$ cat config.mk
export PLATFORM = sky130hd
export DESIGN_NAME = vga_timing_gen
export DESIGN_NICKNAME = d
export VERILOG_FILES = /design/src/rtl/vga_timing_gen.sv
export SDC_FILE = /design/constraint.sdc
export NUM_CORES = 1
export LEC_CHECK = 0
export ABC_AREA = 1
export ABC_CLOCK_PERIOD_IN_PS = 1700
export CAP_MARGIN = 20
export CORE_MARGIN = 2
export CORE_UTILIZATION = 55
export CTS_CLUSTER_DIAMETER = 200
export DETAILED_ROUTE_END_ITERATION = 10
export GPL_TIMING_DRIVEN = 0
export PLACE_DENSITY_LB_ADDON = 0.05
export SETUP_SLACK_MARGIN = 0.1
export SLEW_MARGIN = 20
export SYNTH_ARGS = -nofsm -noshare
export SYNTH_HDL_FRONTEND = slang
export SYNTH_SLANG_ARGS = --single-unit
$ cat constraint.sdc
create_clock -name clk_i -period 1.7 [get_ports clk_i]
set_input_delay 0.34 -clock clk_i [delete_from_list [all_inputs] [get_ports clk_i]]
set_output_delay 0.34 -clock clk_i [all_outputs]
set_load 0.02 [all_outputs]
$ cat src/rtl/vga_timing_gen.sv
// Parametrised video timing generator: h/v counters, sync/active/blank decode, delayed aligned outputs, frame counter.
// Outputs show the counter state from 1+PIPE_DLY enabled cycles earlier; everything holds while pix_en_i is low.
module vga_timing_gen #(
    parameter int H_ACTIVE  = 640,
    parameter int H_FP      = 16,
    parameter int H_SYNC    = 96,
    parameter int H_BP      = 48,
    parameter int V_ACTIVE  = 480,
    parameter int V_FP      = 10,
    parameter int V_SYNC    = 2,
    parameter int V_BP      = 33,
    parameter int HS_POL    = 0,
    parameter int VS_POL    = 0,
    parameter int PIPE_DLY  = 0,
    parameter int FCNT_W    = 8,
    localparam int H_TOTAL  = H_ACTIVE + H_FP + H_SYNC + H_BP,
    localparam int V_TOTAL  = V_ACTIVE + V_FP + V_SYNC + V_BP,
    localparam int HW       = $clog2(H_TOTAL),
    localparam int VW       = $clog2(V_TOTAL)
) (
    input  logic              clk_i,
    input  logic              rst_i,
    input  logic              pix_en_i,
    output logic              hsync_o,
    output logic              vsync_o,
    output logic              active_o,
    output logic [HW-1:0]     x_o,
    output logic [VW-1:0]     y_o,
    output logic              line_start_o,
    output logic              frame_start_o,
    output logic              vblank_o,
    output logic [FCNT_W-1:0] frame_cnt_o
);
    localparam logic [HW-1:0] H_LAST = HW'(H_TOTAL - 1);
    localparam logic [HW-1:0] H_ACT  = HW'(H_ACTIVE);
    localparam logic [HW-1:0] HS_BEG = HW'(H_ACTIVE + H_FP);
    localparam logic [HW-1:0] HS_END = HW'(H_ACTIVE + H_FP + H_SYNC - 1);
    localparam logic [VW-1:0] V_LAST = VW'(V_TOTAL - 1);
    localparam logic [VW-1:0] V_ACT  = VW'(V_ACTIVE);
    localparam logic [VW-1:0] VS_BEG = VW'(V_ACTIVE + V_FP);
    localparam logic [VW-1:0] VS_END = VW'(V_ACTIVE + V_FP + V_SYNC - 1);
    localparam logic          HS_ON  = (HS_POL != 0);
    localparam logic          VS_ON  = (VS_POL != 0);

    typedef struct packed {
        logic          hs;
        logic          vs;
        logic          act;
        logic [HW-1:0] x;
        logic [VW-1:0] y;
        logic          ls;
        logic          fs;
        logic          vb;
    } stage_t;

    if (H_ACTIVE < 1 || H_FP < 1 || H_SYNC < 1 || H_BP < 1) begin : g_bad_h
        $error("vga_timing_gen: every horizontal timing parameter must be >= 1");
    end
    if (V_ACTIVE < 1 || V_FP < 1 || V_SYNC < 1 || V_BP < 1) begin : g_bad_v
        $error("vga_timing_gen: every vertical timing parameter must be >= 1");
    end
    if (PIPE_DLY < 0 || PIPE_DLY > 7) begin : g_bad_dly
        $error("vga_timing_gen: PIPE_DLY must be in 0..7");
    end
    if (H_TOTAL > (1 << HW) || V_TOTAL > (1 << VW)) begin : g_bad_w
        $error("vga_timing_gen: counter widths too small for totals");
    end

    logic [HW-1:0]     h_q, h_d;
    logic [VW-1:0]     v_q, v_d;
    logic [FCNT_W-1:0] fcnt_q, fcnt_d;
    logic              fire_q;
    stage_t            dec;
    stage_t            pipe_q [PIPE_DLY+1];
    stage_t            pipe_d [PIPE_DLY+1];

    always_comb begin
        h_d = h_q;
        v_d = v_q;
        if (pix_en_i) begin
            if (h_q == H_LAST) begin
                h_d = '0;
                v_d = (v_q == V_LAST) ? '0 : v_q + VW'(1);
            end else begin
                h_d = h_q + HW'(1);
            end
        end
    end

    always_comb begin
        dec     = '0;
        dec.x   = h_q;
        dec.y   = v_q;
        dec.hs  = (h_q >= HS_BEG) && (h_q <= HS_END);
        dec.vs  = (v_q >= VS_BEG) && (v_q <= VS_END);
        dec.act = (h_q < H_ACT) && (v_q < V_ACT);
        dec.vb  = (v_q >= V_ACT);
        dec.ls  = (h_q == '0);
        dec.fs  = (h_q == '0) && (v_q == '0);
    end

    // The frame counter steps on the edge that loads frame_start into the last stage.
    always_comb begin
        for (int i = 0; i <= PIPE_DLY; i++) pipe_d[i] = pipe_q[i];
        if (pix_en_i) begin
            pipe_d[0] = dec;
            for (int i = 1; i <= PIPE_DLY; i++) pipe_d[i] = pipe_q[i-1];
        end
        fcnt_d = fcnt_q;
        if (pix_en_i && pipe_d[PIPE_DLY].fs) fcnt_d = fcnt_q + FCNT_W'(1);
    end

    always_ff @(posedge clk_i) begin
        if (rst_i) begin
            h_q    <= '0;
            v_q    <= '0;
            fcnt_q <= '0;
            fire_q <= 1'b0;
            for (int i = 0; i <= PIPE_DLY; i++) pipe_q[i] <= '0;
        end else begin
            h_q    <= h_d;
            v_q    <= v_d;
            fcnt_q <= fcnt_d;
            fire_q <= pix_en_i;
            for (int i = 0; i <= PIPE_DLY; i++) pipe_q[i] <= pipe_d[i];
        end
    end

    // Pulses are held in the pipeline but only shown on the clk right after an enabled edge.
    assign hsync_o       = HS_ON ? pipe_q[PIPE_DLY].hs : ~pipe_q[PIPE_DLY].hs;
    assign vsync_o       = VS_ON ? pipe_q[PIPE_DLY].vs : ~pipe_q[PIPE_DLY].vs;
    assign active_o      = pipe_q[PIPE_DLY].act;
    assign x_o           = pipe_q[PIPE_DLY].x;
    assign y_o           = pipe_q[PIPE_DLY].y;
    assign vblank_o      = pipe_q[PIPE_DLY].vb;
    assign line_start_o  = pipe_q[PIPE_DLY].ls & fire_q;
    assign frame_start_o = pipe_q[PIPE_DLY].fs & fire_q;
    assign frame_cnt_o   = fcnt_q;
endmodule

==> run summary, run 1 <==
The non-filler instance count after layout came out at 506. The achievable clock frequency came out at ~0.66 GHz. Ranked by instance count, the synthesized netlist is headed by sky130_fd_sc_hd__nand2_1, sky130_fd_sc_hd__nor2_1, sky130_fd_sc_hd__dfxtp_1. The startpoint-to-endpoint class of the critical path is input port to register. For this design, the slowest cell found on the critical path is sky130_fd_sc_hd__clkdlybuf4s50_1. The number of antenna diodes came out at 0. The number of DRC markers in iteration 0 came out at about 220.

In the routed design, unresolved DRC markers number 0. The maximum net fanout on the critical path came out at 10. The count of antenna-violating nets left after detailed routing came out at 0. The cell area after synthesis is 2754 µm². Clock tree synthesis found a total of 55 sinks. The detailed placer's ending HPWL came out at 4842 µm.

The count of pins on the block boundary is 37. The area share of fa/ha/maj cells after synthesis is 0.02726. The highest metal layer used by the detailed router is met4.

The largest vdd supply drop came out at a little over 400 µV. The library cell occupying the most area in the post-synthesis netlist is sky130_fd_sc_hd__dfxtp_1. The area fraction in and, or, nand and nor cells after synthesis came out at 0.2849. Once placement finished, the instance area stood at 3188 µm². The total core area came out at approximately 4800 µm². The floorplan row count is 25.

The final critical-path required period came out at 1.513 ns. The pre-CTS setup slack is -0.3414 ns. For this run, the total global-route usage over all layers was measured as 0.2568. The final count of hold timing violations came out at 0. The overall die width came out at 74.76 µm. The required time of the critical path came out at approximately 1.9 ns. The static leakage power is 1.528 nW.

The max capacitance violation total is 0. Setup repair after global routing could not meet its margin everywhere. The setup check on the worst reg-to-reg path leaves a slack of around 0.19 ns. The tree is rooted in a sky130_fd_sc_hd__clkbuf_8. The detailed router put a total of 3193 µm of wire on met1. The number of antenna violations at the first check in global routing came out at 0.

The startpoint type of the worst setup path is an input port. The placer's final routability congestion estimate is 0.9564. The most frequent cell after synthesis is sky130_fd_sc_hd__nand2_1. The flow ran to the end, and the final reports show no timing, DRC or antenna violations.

The number of vias per cell came out at 5.026. Summed over all failing endpoints, the final setup total negative slack is 0 ns. The worst endpoint data arrival time came out at around 1.7 ns.

The die area is roughly 5600 µm². The finished cells cover 3342 µm². The remaining max-slew budget at the tightest pin is 0.6169. Power spread over the standard cell area amounts to between 700 and 800 nW/µm².

The number of vias in the routed layout is 2,543. The number of clock buffers inserted by TritonCTS is 5. The portion of netlist area occupied by mux cells came out at 0. The maximum number of pins on one net before global-route repair came out at 16.

The overall power consumption is 0.002341 W. The fraction of final layout cells sized beyond drive strength 1 is 0.1458. The area growth from synthesis to layout is 21.35%. The final worst setup slack came out at 0.1869 ns. The first-pass detailed-route iteration total came out at 4. TritonCTS built the clock tree. The clock network latency to the later pin of the worst-skew pair came out at 0.31 ns. The count of flip-flops with a built-in enable after synthesis is 0. In the synthesized netlist the dominant register cell turns out to be sky130_fd_sc_hd__dfxtp_1. The y dimension of the die is 74.76 µm.

The actual slew at the worst max-slew pin is roughly 0.57 ns. The share of synthesized area in the top cell type comes to 0.3998. Walking the worst path, the cells encountered are clkdlybuf4s50_1 -> clkbuf_1 -> buf_2 -> nor2_1.

The tightest min-delay check is of the input port to register type. After synthesis, the largest family of logic cells by area is simple AND/OR/NAND/NOR gates. By area the synthesized netlist is led by sky130_fd_sc_hd__dfxtp_1, sky130_fd_sc_hd__nand2_1, sky130_fd_sc_hd__nor2_1.

The share of the clock period used by the worst path after layout is 0.8900. Detailed routing placed a total of 3041 µm of wire on met2. The compound-cell area share of the yosys netlist was 0.1199. The number of warning messages in the yosys log is 0. The number of cells in the design after placement is 495.

The sum of met3 wire segment lengths after detailed routing came out at 330 µm. The count of input and output buffers is 35. The number of cells produced by synthesis came out at 393. The delay contributed by the slowest stage of the critical path came out at ~0.5 ns.

Counting flops and latches in the post-synthesis netlist gives 55. The max-slew violation total from the final report is 0. The count of H-tree levels built during CTS came out at 2. The number of global-route vias before repair is 2,322. The clock transition at the registers of the reported paths is around 0.09 ns. The sum of overflow across all layers after global routing is 0. In the final design database the tool counted 447 nets. After synthesis, the share of flip-flops with an asynchronous set or reset is 0. The first-pass GRT wire length came out at 10,970 µm.

The buffer levels on the longest clock path is 2. The area share of xor/xnor cells in the synthesized design is 0.02862. After detailed routing, the average wire length per cell comes to 13.21 µm. The final layout contains routed wiring with a total length of 6683 µm. The share of synthesized area occupied by flip-flops and latches is 0.3998. The worst setup path is captured at a register.

The worst clock skew is 0.006201 ns. The mean area per synthesized cell is 7.007 µm². The starting density of the core came out at 0.5754. The number of inserted filler cells in the final layout came out at about 460. The number of distinct library cells after synthesis is 27.

The post-synthesis net count is approximately 400. Setup violations remaining at the end of the flow were counted as 0.
## cells in the final DEF, fill, tap and decap left out, types with 2 or more instances in the layout
cell type,n
sky130_fd_sc_hd__a21oi_1,34
sky130_fd_sc_hd__ha_1,3
sky130_fd_sc_hd__clkbuf_1,8
sky130_fd_sc_hd__nand2_1,77
sky130_fd_sc_hd__a211oi_1,2
sky130_fd_sc_hd__nand4_1,5
sky130_fd_sc_hd__nor2_1,54
sky130_fd_sc_hd__nand3_2,2
sky130_fd_sc_hd__nor2_4,6
sky130_fd_sc_hd__o21ai_0,18
sky130_fd_sc_hd__inv_1,42
sky130_fd_sc_hd__o21ai_1,3
sky130_fd_sc_hd__xor2_1,9
sky130_fd_sc_hd__nand3b_1,2
sky130_fd_sc_hd__buf_2,3
sky130_fd_sc_hd__nor3_1,11
sky130_fd_sc_hd__nand3_1,20
sky130_fd_sc_hd__nand2_2,3
sky130_fd_sc_hd__dfxtp_1,51
sky130_fd_sc_hd__ha_2,2
sky130_fd_sc_hd__o21bai_2,3
sky130_fd_sc_hd__dlygate4sd2_1,32
sky130_fd_sc_hd__clkbuf_8,5
sky130_fd_sc_hd__dfxtp_2,4
sky130_fd_sc_hd__buf_4,24
sky130_fd_sc_hd__inv_2,3
sky130_fd_sc_hd__dlymetal6s2s_1,2
## path summary, 6_finish.rpt
check,from,to,depth (start not counted)
setup reg to reg,h_q[1],frame_cnt_o[5],10
hold reg to reg,pipe_q[0][16],pipe_q[0][16],2
setup / recovery,rst_i,h_q[7],4
hold / removal,pix_en_i,pipe_q[0][14],3
## area by class of cell
type | count | area, µm² | area share
inverter | 46 | 175.2 | 0.05241
clock inverter | 1 | 5.005 | 0.001498
timing repair buffer | 38 | 337.8 | 0.1011
buffer | 32 | 211.5 | 0.06327
tap | 67 | 83.83 | 0.02508
sequential | 55 | 1106 | 0.3310
clock buffer | 7 | 76.32 | 0.02284
multi-input combinational | 260 | 1346 | 0.4028
## through the flow
| stage | hold WS (ns) | util |
|---|---|---|
| finish | 0.3774 | 0.6983 |
| detailed placement | 0.4542 | 0.6661 |
| global placement | 0.4500 | 0.6661 |
| floorplan | 0.4413 | - |
| global route | 0.4017 | 0.6983 |
| CTS | 0.3709 | 0.6774 |
## critical path: cells and delay by family
kind,cells,cell delay (ns)
buffers and inverters,3,1.29
and+or+nand+nor,1,0.08
## what timing repair did
action                     in CTS  in global routing
gates resized for setup        37                 23
pin swaps                       0                  6
setup endpoints to repair      57                 19
setup buffers                   0                  3
hold buffers                    0                  0
## flip-flops by register name (all words and copies together), names as in the netlist
| name | count |
|---|---|
| pipe_q | 26 |
| h_q | 10 |
| fire_q | 1 |
| frame_cnt_o | 8 |
| v_q | 10 |
## where the power goes
group | total [W] | internal (W) | switching (W)
clock | 0.000715 | 0.000291 | 0.000425
sequential | 0.00135 | 0.00133 | 0.0000237
combinational | 0.000277 | 0.000108 | 0.000169
total | 0.00234 | 0.00172 | 0.000617
## per-layer routing
metal | vias to the layer above | track usage
li1 | 1318 | -
met1 | 1155 | 0.3586
met2 | 59 | 0.4110
met3 | 11 | 0.04016
met4 | 0 | 0.07937
met5 | - | 0
## cells by family (layout without fill, tap and decap cells)
| family | count (synthesis) | count (layout) |
|---|---|---|
| compound gates | 61 | 61 |
| xor+xnor | 9 | 9 |
| fa+ha+maj | 6 | 6 |
| buf+inv | 78 | 124 |
| flops | 55 | 55 |
| simple gates | 184 | 184 |
Note: power is estimated with default switching activity, not from simulation.
==> run 2, diff against run 1 <==
--- a/config.mk
+++ b/config.mk
@@ -9,9 +9,10 @@
 export ABC_CLOCK_PERIOD_IN_PS = 1700
 export CAP_MARGIN = 20
 export CORE_MARGIN = 2
-export CORE_UTILIZATION = 55
+export CORE_UTILIZATION = 63
 export CTS_CLUSTER_DIAMETER = 200
 export DETAILED_ROUTE_END_ITERATION = 10
+export DONT_BUFFER_PORTS = 1
 export GPL_TIMING_DRIVEN = 0
 export PLACE_DENSITY_LB_ADDON = 0.05
 export SETUP_SLACK_MARGIN = 0.1
==> run 2 against run 1 <==
Effect of this change: hold slack worse by 0.0083 ns; utilization shrank 0.40 points; routed wire length is 6.6% lower; sequential power barely moved; critical path depth increased by 4; highest routed layer unchanged; design area shrank 11%; critical path type is now register to register; sequential share of layout area increased by 4.2 points; die area down 12%; clock-buffer cell count shrank 1.
==> run summary, run 2 (synthesis results as in run 1) <==
The library cell used most frequently in the layout, excluding fill and tap cells, is sky130_fd_sc_hd__nand2_1. The count of cells along the worst hold path is 5. The worst clock skew came out at approximately 0.0058 ns. The setup TNS came out at 0 ns. The min-delay analysis places its worst path in the category input port to register. The final count of hold timing violations came out at 0.

The worst setup path is captured at a register. The count of antenna-violating nets left after detailed routing came out at 0. The clock transition at the registers of the reported paths came out at 0.10 ns.

In this run the tool buffered the top-level ports with 0 buffer cells. The delay contributed by the slowest stage of the critical path is about 0.38 ns. In this run the most critical hold path is launched from rst_i. The count of endpoints failing setup in the final report is 0. Clock tree synthesis selected as its root buffer the cell sky130_fd_sc_hd__clkbuf_8.

Buffers inserted to repair hold after CTS numbered 0. The worst register-to-register path has a setup slack of 0.21 ns. The count of pins on the block boundary came out at 37.

The area growth from synthesis to layout is 8.269%. The number of antenna violations at the first check in global routing is 0. In this run the critical register-to-register path is launched from h_q[0]. The required time of the critical path came out at 1.89 ns. The total global routing track utilization came out at 0.2628. The max-slew violation total from the final report is 0.

The detailed placer's ending HPWL is 4599 µm. The remaining max-slew budget at the tightest pin came out at 0.6328. Along the worst path, the maximum fanout reaches 4. The total buffers and inverters traversed by the critical path came out at 0.

The power density relative to cell area is 776.5 nW/µm². The buffer levels on the longest clock path is 2. The cell type group with the largest total delay on the critical path is simple AND/OR/NAND/NOR gates. The per-cell routed wire length is 13.76 µm. The actual slew at the worst max-slew pin is 0.5509 ns. CTS saw 55 sinks. The worst hold slack after final layout is 0.3691 ns.

The worst-case reg-to-reg path depth came out at 8. Setup repair after global routing could not meet its margin everywhere. For this block, the initial DRC count from the detailed router was 123. The run finished with clean final reports.

The first-pass detailed-route iteration total is 5. The static leakage power is around 1.2 nW. The number of global-route vias before repair came out at 2,232.

After layout, the minimum clock period comes to 1.486 ns. The placer's final routability congestion estimate came out at 0.9319. The y dimension of the die came out at 70.12 µm. The critical path goes through ha_2 -> nand2_2 -> nor2_4 -> nand2_1 -> nor2_4 -> nand2_1 -> xor2_1 -> nor2_1. The largest registers in the layout are pipe_q: 26 flops, h_q: 10 flops, v_q: 10 flops. The net count of the finished layout is 411. The overall die width came out at ~70 µm.

The sum of overflow across all layers after global routing came out at 0. More flip-flops sit in one register than any other, and that register is pipe_q. The top cell types in the final layout, fill and taps aside, are sky130_fd_sc_hd__nand2_1, sky130_fd_sc_hd__nor2_1, sky130_fd_sc_hd__dfxtp_1. The critical path in this run is classified as register to register.

Entering global routing, the biggest net connects 16 pins. The floorplan step defined a die boundary enclosing 4916 µm². The initial utilization of the core area, before any placement, comes to 0.6413.

The first global-routing pass estimated 10,270 µm of wire. The share of the clock period used by the worst path after layout came out at 0.8738. The max capacitance violation total came out at 0. The floorplan row count is 24.

The worst endpoint data arrival time is 1.67 ns. The number of antenna diodes is 0. After detailed routing, the number of remaining DRC violations is 0.

The largest vdd supply drop came out at 450.8 µV. The fraction of final layout cells sized beyond drive strength 1 is 0.1567. The register with the most flip-flops in the layout has 26 of them. The clock network latency to the later pin of the worst-skew pair came out at approximately 0.31 ns. TritonCTS created 5 clock buffers.

The clock tree from TritonCTS is built. The count of H-tree levels built during CTS is 2. The total core area is about 4300 µm². The path with the worst hold slack has its endpoint at v_q[9].

After detailed routing, the number of vias per cell comes to 5.372. Summed over all layers, the routed wires come to approximately 6200 µm. For this design, the slowest cell found on the critical path is sky130_fd_sc_hd__dfxtp_4. The worst setup path is launched from a register. The achievable clock frequency came out at 0.6732 GHz.

The number of vias in the routed layout is ~2,400. The endpoint identified for the worst register-to-register timing path is v_q[5].
==> run 2: changes by cell type in the layout (fill, tap and decap cells not counted), sizes merged <==
cell | before | now
dlygate4sd2 | 32 | 0
clkbuf | 14 | 13
buf | 28 | 27
dlymetal6s2s | 2 | 0
clkdlybuf4s50 | 1 | 0
==> run 2: timing repair <==
| action | CTS | global route |
|---|---|---|
| gates resized for setup | 3 | 20 |
| pin swaps | 1 | 4 |
| endpoints found under the setup margin | 9 | 19 |
| buffers inserted | 1 | 1 |
==> run 2: metal layers <==
layer,track usage,part of all wire
met3,0.04762,0.051
met2,0.4402,0.47
met5,0,0
met4,0.09188,0.019
met1,0.3403,0.46
==> run 2: layout make-up <==
class                           instances  area [µm²]
Tap cell                               52       65.06
Buffer                                 32       209.0
Multi-Input combinational cell        260        1319
Clock buffer                            6       82.58
Inverter                               46       175.2
Fill cell                             384        1313
Timing Repair Buffer                    2       15.01
Sequential cell                        55        1111
Clock inverter                          1       5.005
==> run 2: worst max-delay path by stage <==
| stage | startpoint | to | cells after the start |
|---|---|---|---|
| after floorplan | v_q[0] | frame_cnt_o[5] | 10 |
| after global placement | h_q[1] | v_q[3] | 8 |
| after detailed placement | h_q[0] | v_q[3] | 8 |
| after CTS | frame_cnt_o[1] | frame_cnt_o[6] | 8 |
| after global routing | h_q[0] | v_q[2] | 8 |
| final | h_q[0] | v_q[5] | 8 |
==> run 2: report_power, final <==
part,total (W),internal [W],switching (W)
sequential,0.00136,0.00133,0.0000363
combinational,0.000218,0.0000750,0.000143
clock,0.000735,0.000321,0.000414
==> run 2: through the flow <==
stage	cells	utilization	cell area, µm²	setup slack [ns]	total power, W
after floorplan	393	-	2754	0.3019	0.001556
after detailed placement	445	0.6565	2819	0.009982	0.001603
after global routing	454	0.6943	2982	0.08526	0.002395
after global placement	445	0.6565	2819	0.02383	0.001598
final	454	0.6943	2982	0.2145	0.002315
after CTS	453	0.6809	2924	0.1206	0.002322
==> run 2: worst register-to-register path, cell delays in order, from the launching register on <==
cell,delay (ns)
sky130_fd_sc_hd__dfxtp_4,0.38
sky130_fd_sc_hd__ha_2,0.19
sky130_fd_sc_hd__nand2_2,0.10
sky130_fd_sc_hd__nor2_4,0.13
sky130_fd_sc_hd__nand2_1,0.13
sky130_fd_sc_hd__nor2_4,0.17
sky130_fd_sc_hd__nand2_1,0.08
sky130_fd_sc_hd__xor2_1,0.14
sky130_fd_sc_hd__nor2_1,0.05
==> run 3, diff against run 2 <==
--- a/config.mk
+++ b/config.mk
@@ -8,6 +8,7 @@
 export ABC_AREA = 1
 export ABC_CLOCK_PERIOD_IN_PS = 1700
 export CAP_MARGIN = 20
+export CORE_ASPECT_RATIO = 0.7
 export CORE_MARGIN = 2
 export CORE_UTILIZATION = 63
 export CTS_CLUSTER_DIAMETER = 200
==> run 3 against run 2 <==
Effect of this change: die area is 0.17% higher; critical path depth stayed put; design area is 0.67% higher; largest cell class unchanged; highest routed layer unchanged; global-route usage is 0.36 points lower; critical endpoint is now v_q[1]; first-iteration DRC count is 100% higher; non-clock buffer count stayed put; critical path type unchanged.
==> run summary, run 3 (synthesis results as in run 1) <==
The count of endpoints failing setup in the final report is 0. The clock passes through at most 2 buffers. The clock tree from TritonCTS is built. The detailed placer's ending HPWL came out at roughly 4600 µm. The largest registers in the layout are pipe_q: 26 flops, h_q: 10 flops, v_q: 10 flops.

The region available for standard cell placement spans between 4000 and 5000 µm². At the pin with the least slew margin, the transition time is roughly 0.55 ns. The startpoint identified for the worst hold timing path is rst_i.

The worst pin sits at a relative slew slack of 0.6319. The first-pass detailed-route iteration total is 5. Counting I/O delays and the setup requirement, the final critical path takes 1.521 ns. STA classifies the critical path startpoint as a register. The die area came out at 4925 µm². The number of flip-flops in the largest register came out at 26. Setup repair after global routing could not meet its margin everywhere.

The number of inserted filler cells in the final layout came out at slightly below 400. The origin of the worst setup path is h_q[5]. STA classifies the critical path endpoint as a register. The die is about 83 µm wide. In the layout the commonest cells are sky130_fd_sc_hd__nand2_1, sky130_fd_sc_hd__nor2_1, sky130_fd_sc_hd__dfxtp_1. The number of antenna violations at the first check in global routing is 0. The final count of hold timing violations is 0. The wire length after detailed routing came out at between 6000 and 7000 µm. The worst endpoint data arrival time is 1.69 ns. The remaining design rule violation count came out at 0.

From synthesis to final layout, the design area changed by 8.996%. The clock tree root buffer cell is sky130_fd_sc_hd__clkbuf_8. The number of clock buffers inserted by TritonCTS is 5. Clock-pin slew was measured on the worst setup and hold paths at roughly 0.10 ns.

The worst register-to-register path begins at h_q[5]. The number of antenna diodes came out at 0. The total number of clock tree sinks is 55. Data on the critical path is required at its endpoint by 1.87 ns.

Routability-driven placement finished with a final weighted congestion of 0.8883. The detail route stage leaves a number of antenna-violating nets equal to 0. The number of global-route vias before repair came out at 2,039. The library cell used most frequently in the layout, excluding fill and tap cells, is sky130_fd_sc_hd__nand2_1. The total overflow left after global routing is 0.

The tool flagged a number of max-cap violations equal to 0. In this run the count of I/O pins placed on the die edge is 37. The cell type of the slowest stage on the worst timing path is sky130_fd_sc_hd__dfxtp_1. For the final database, setup skew stands at 0.01317 ns. The number of nets in the layout came out at between 400 and 500. The path class of the tightest hold or removal check is input port to register.

In this run the power density over the cells is 807.5 nW/µm². Dividing the detail-routed via count by the number of cells gives 5.357. The final worst setup slack came out at around 0.18 ns. In the finished design, the share of the clock period the worst path needs comes to 0.8944. The starting density of the core came out at 0.6436. The final design utilization is 0.7015. The clock network latency to the later pin of the worst-skew pair came out at 0.31 ns. The number of buffers inserted for hold repair after clock tree synthesis is 0. The maximum net fanout on the critical path is 6.

The fraction of final layout cells sized beyond drive strength 1 is 0.1418. Entering global routing, the biggest net connects 16 pins. The flow ran to the end, and the final reports show no timing, DRC or antenna violations.

The count of H-tree levels built during CTS is 2. The pre-CTS setup slack is -0.02213 ns. The total global routing track utilization is 0.2592. The delay contributed by the slowest stage of the critical path is 0.35 ns. The achievable clock frequency is 0.6577 GHz.

Walking the worst path, the cells encountered are inv_1 -> nand2_1 -> nor2_1 -> nand3_2 -> nor2_4 -> inv_1 -> nand2_1 -> a21oi_1. The number of vias in the routed layout came out at 2,448. The startpoint-to-endpoint class of the critical path is register to register. The max-slew violation total from the final report was 0. The floorplan step set the die height to just under 60 µm. The number of DRC markers in iteration 0 came out at 251. During placement, the flow inserted port buffers numbering 0. Dividing the detail-routed wire length by the instance count gives 13.73 µm. The first global-routing pass estimated 9942 µm of wire.

Summed over all cells, the static leakage comes to about 1.2 nW. The largest vdd supply drop came out at 566.3 µV. The largest register by flop count is pipe_q. The floorplan row count came out at 20.
run 3: cell types whose count changed in the layout (fill, tap and decap cells not counted), sizes merged:
cell,delta
clkinv,-1
bufinv,+1
run 3: path summary, 6_finish.rpt:
kind / slack [ns] / depth (start not counted) / endpoint
setup / recovery: 0.18 / 8 / v_q[1]
hold / removal: 0.31 / 3 / h_q[3]
setup reg to reg: 0.18 / 8 / v_q[1]
hold reg to reg: 0.46 / 2 / pipe_q[0][5]
run 3: what timing repair did:
item	in CTS	in global routing
pin swaps	1	4
resized for setup	4	14
buffers inserted	1	1
gates cloned	0	0
endpoints found under the setup margin	8	14
run 3: critical path: cells and delay by family (launching register included):
family | cells | cell delay (ns)
buffers and inverters | 2 | 0.30
AOI/OAI and AO/OA | 1 | 0.06
and+or+nand+nor | 5 | 0.66
DFF | 1 | 0.35
run 3: through the flow:
| step | cells | area (µm²) | power [W] | hold slack, ns | TNS, ns |
|---|---|---|---|---|---|
| 2_1_floorplan | 393 | 2754 | 0.001556 | 0.4413 | 0 |
| 3_3_place_gp | 448 | 2823 | 0.001600 | 0.4498 | -0.01211 |
| 3_5_place_dp | 448 | 2823 | 0.001604 | 0.4540 | -0.04080 |
| 4_1_cts | 456 | 2948 | 0.002425 | 0.3130 | 0 |
| 5_1_grt | 457 | 3002 | 0.002506 | 0.3211 | 0 |
| 6_report | 457 | 3002 | 0.002424 | 0.3093 | 0 |
run 3: final cells by class:
| type | count | area, µm² | area share |
|---|---|---|---|
| inverter | 46 | 175.2 | 0.05836 |
| buffer | 32 | 209.0 | 0.06961 |
| sequential | 55 | 1107 | 0.3689 |
| multi-input combinational | 260 | 1324 | 0.4410 |
| clock inverter | 1 | 30.03 | 0.01000 |
| clock buffer | 6 | 72.57 | 0.02418 |
| tap | 55 | 68.82 | 0.02293 |
| timing repair buffer | 2 | 15.01 | 0.005002 |
run 3: routing by layer:
metal  track usage  up-vias  wire [µm]
met4       0.07026        0         62
li1              -     1245          -
met1        0.3737     1099       3084
met2        0.3929       96       2670
met3       0.06407        8        456
met5             0        -          0
run 3: power breakdown:
| group | internal, W | switching (W) | leakage [nW] |
|---|---|---|---|
| clock network | 0.000433 | 0.000411 | 0.0513 |
| logic | 0.0000729 | 0.000145 | 0.746 |
| registers | 0.00133 | 0.0000366 | 0.450 |
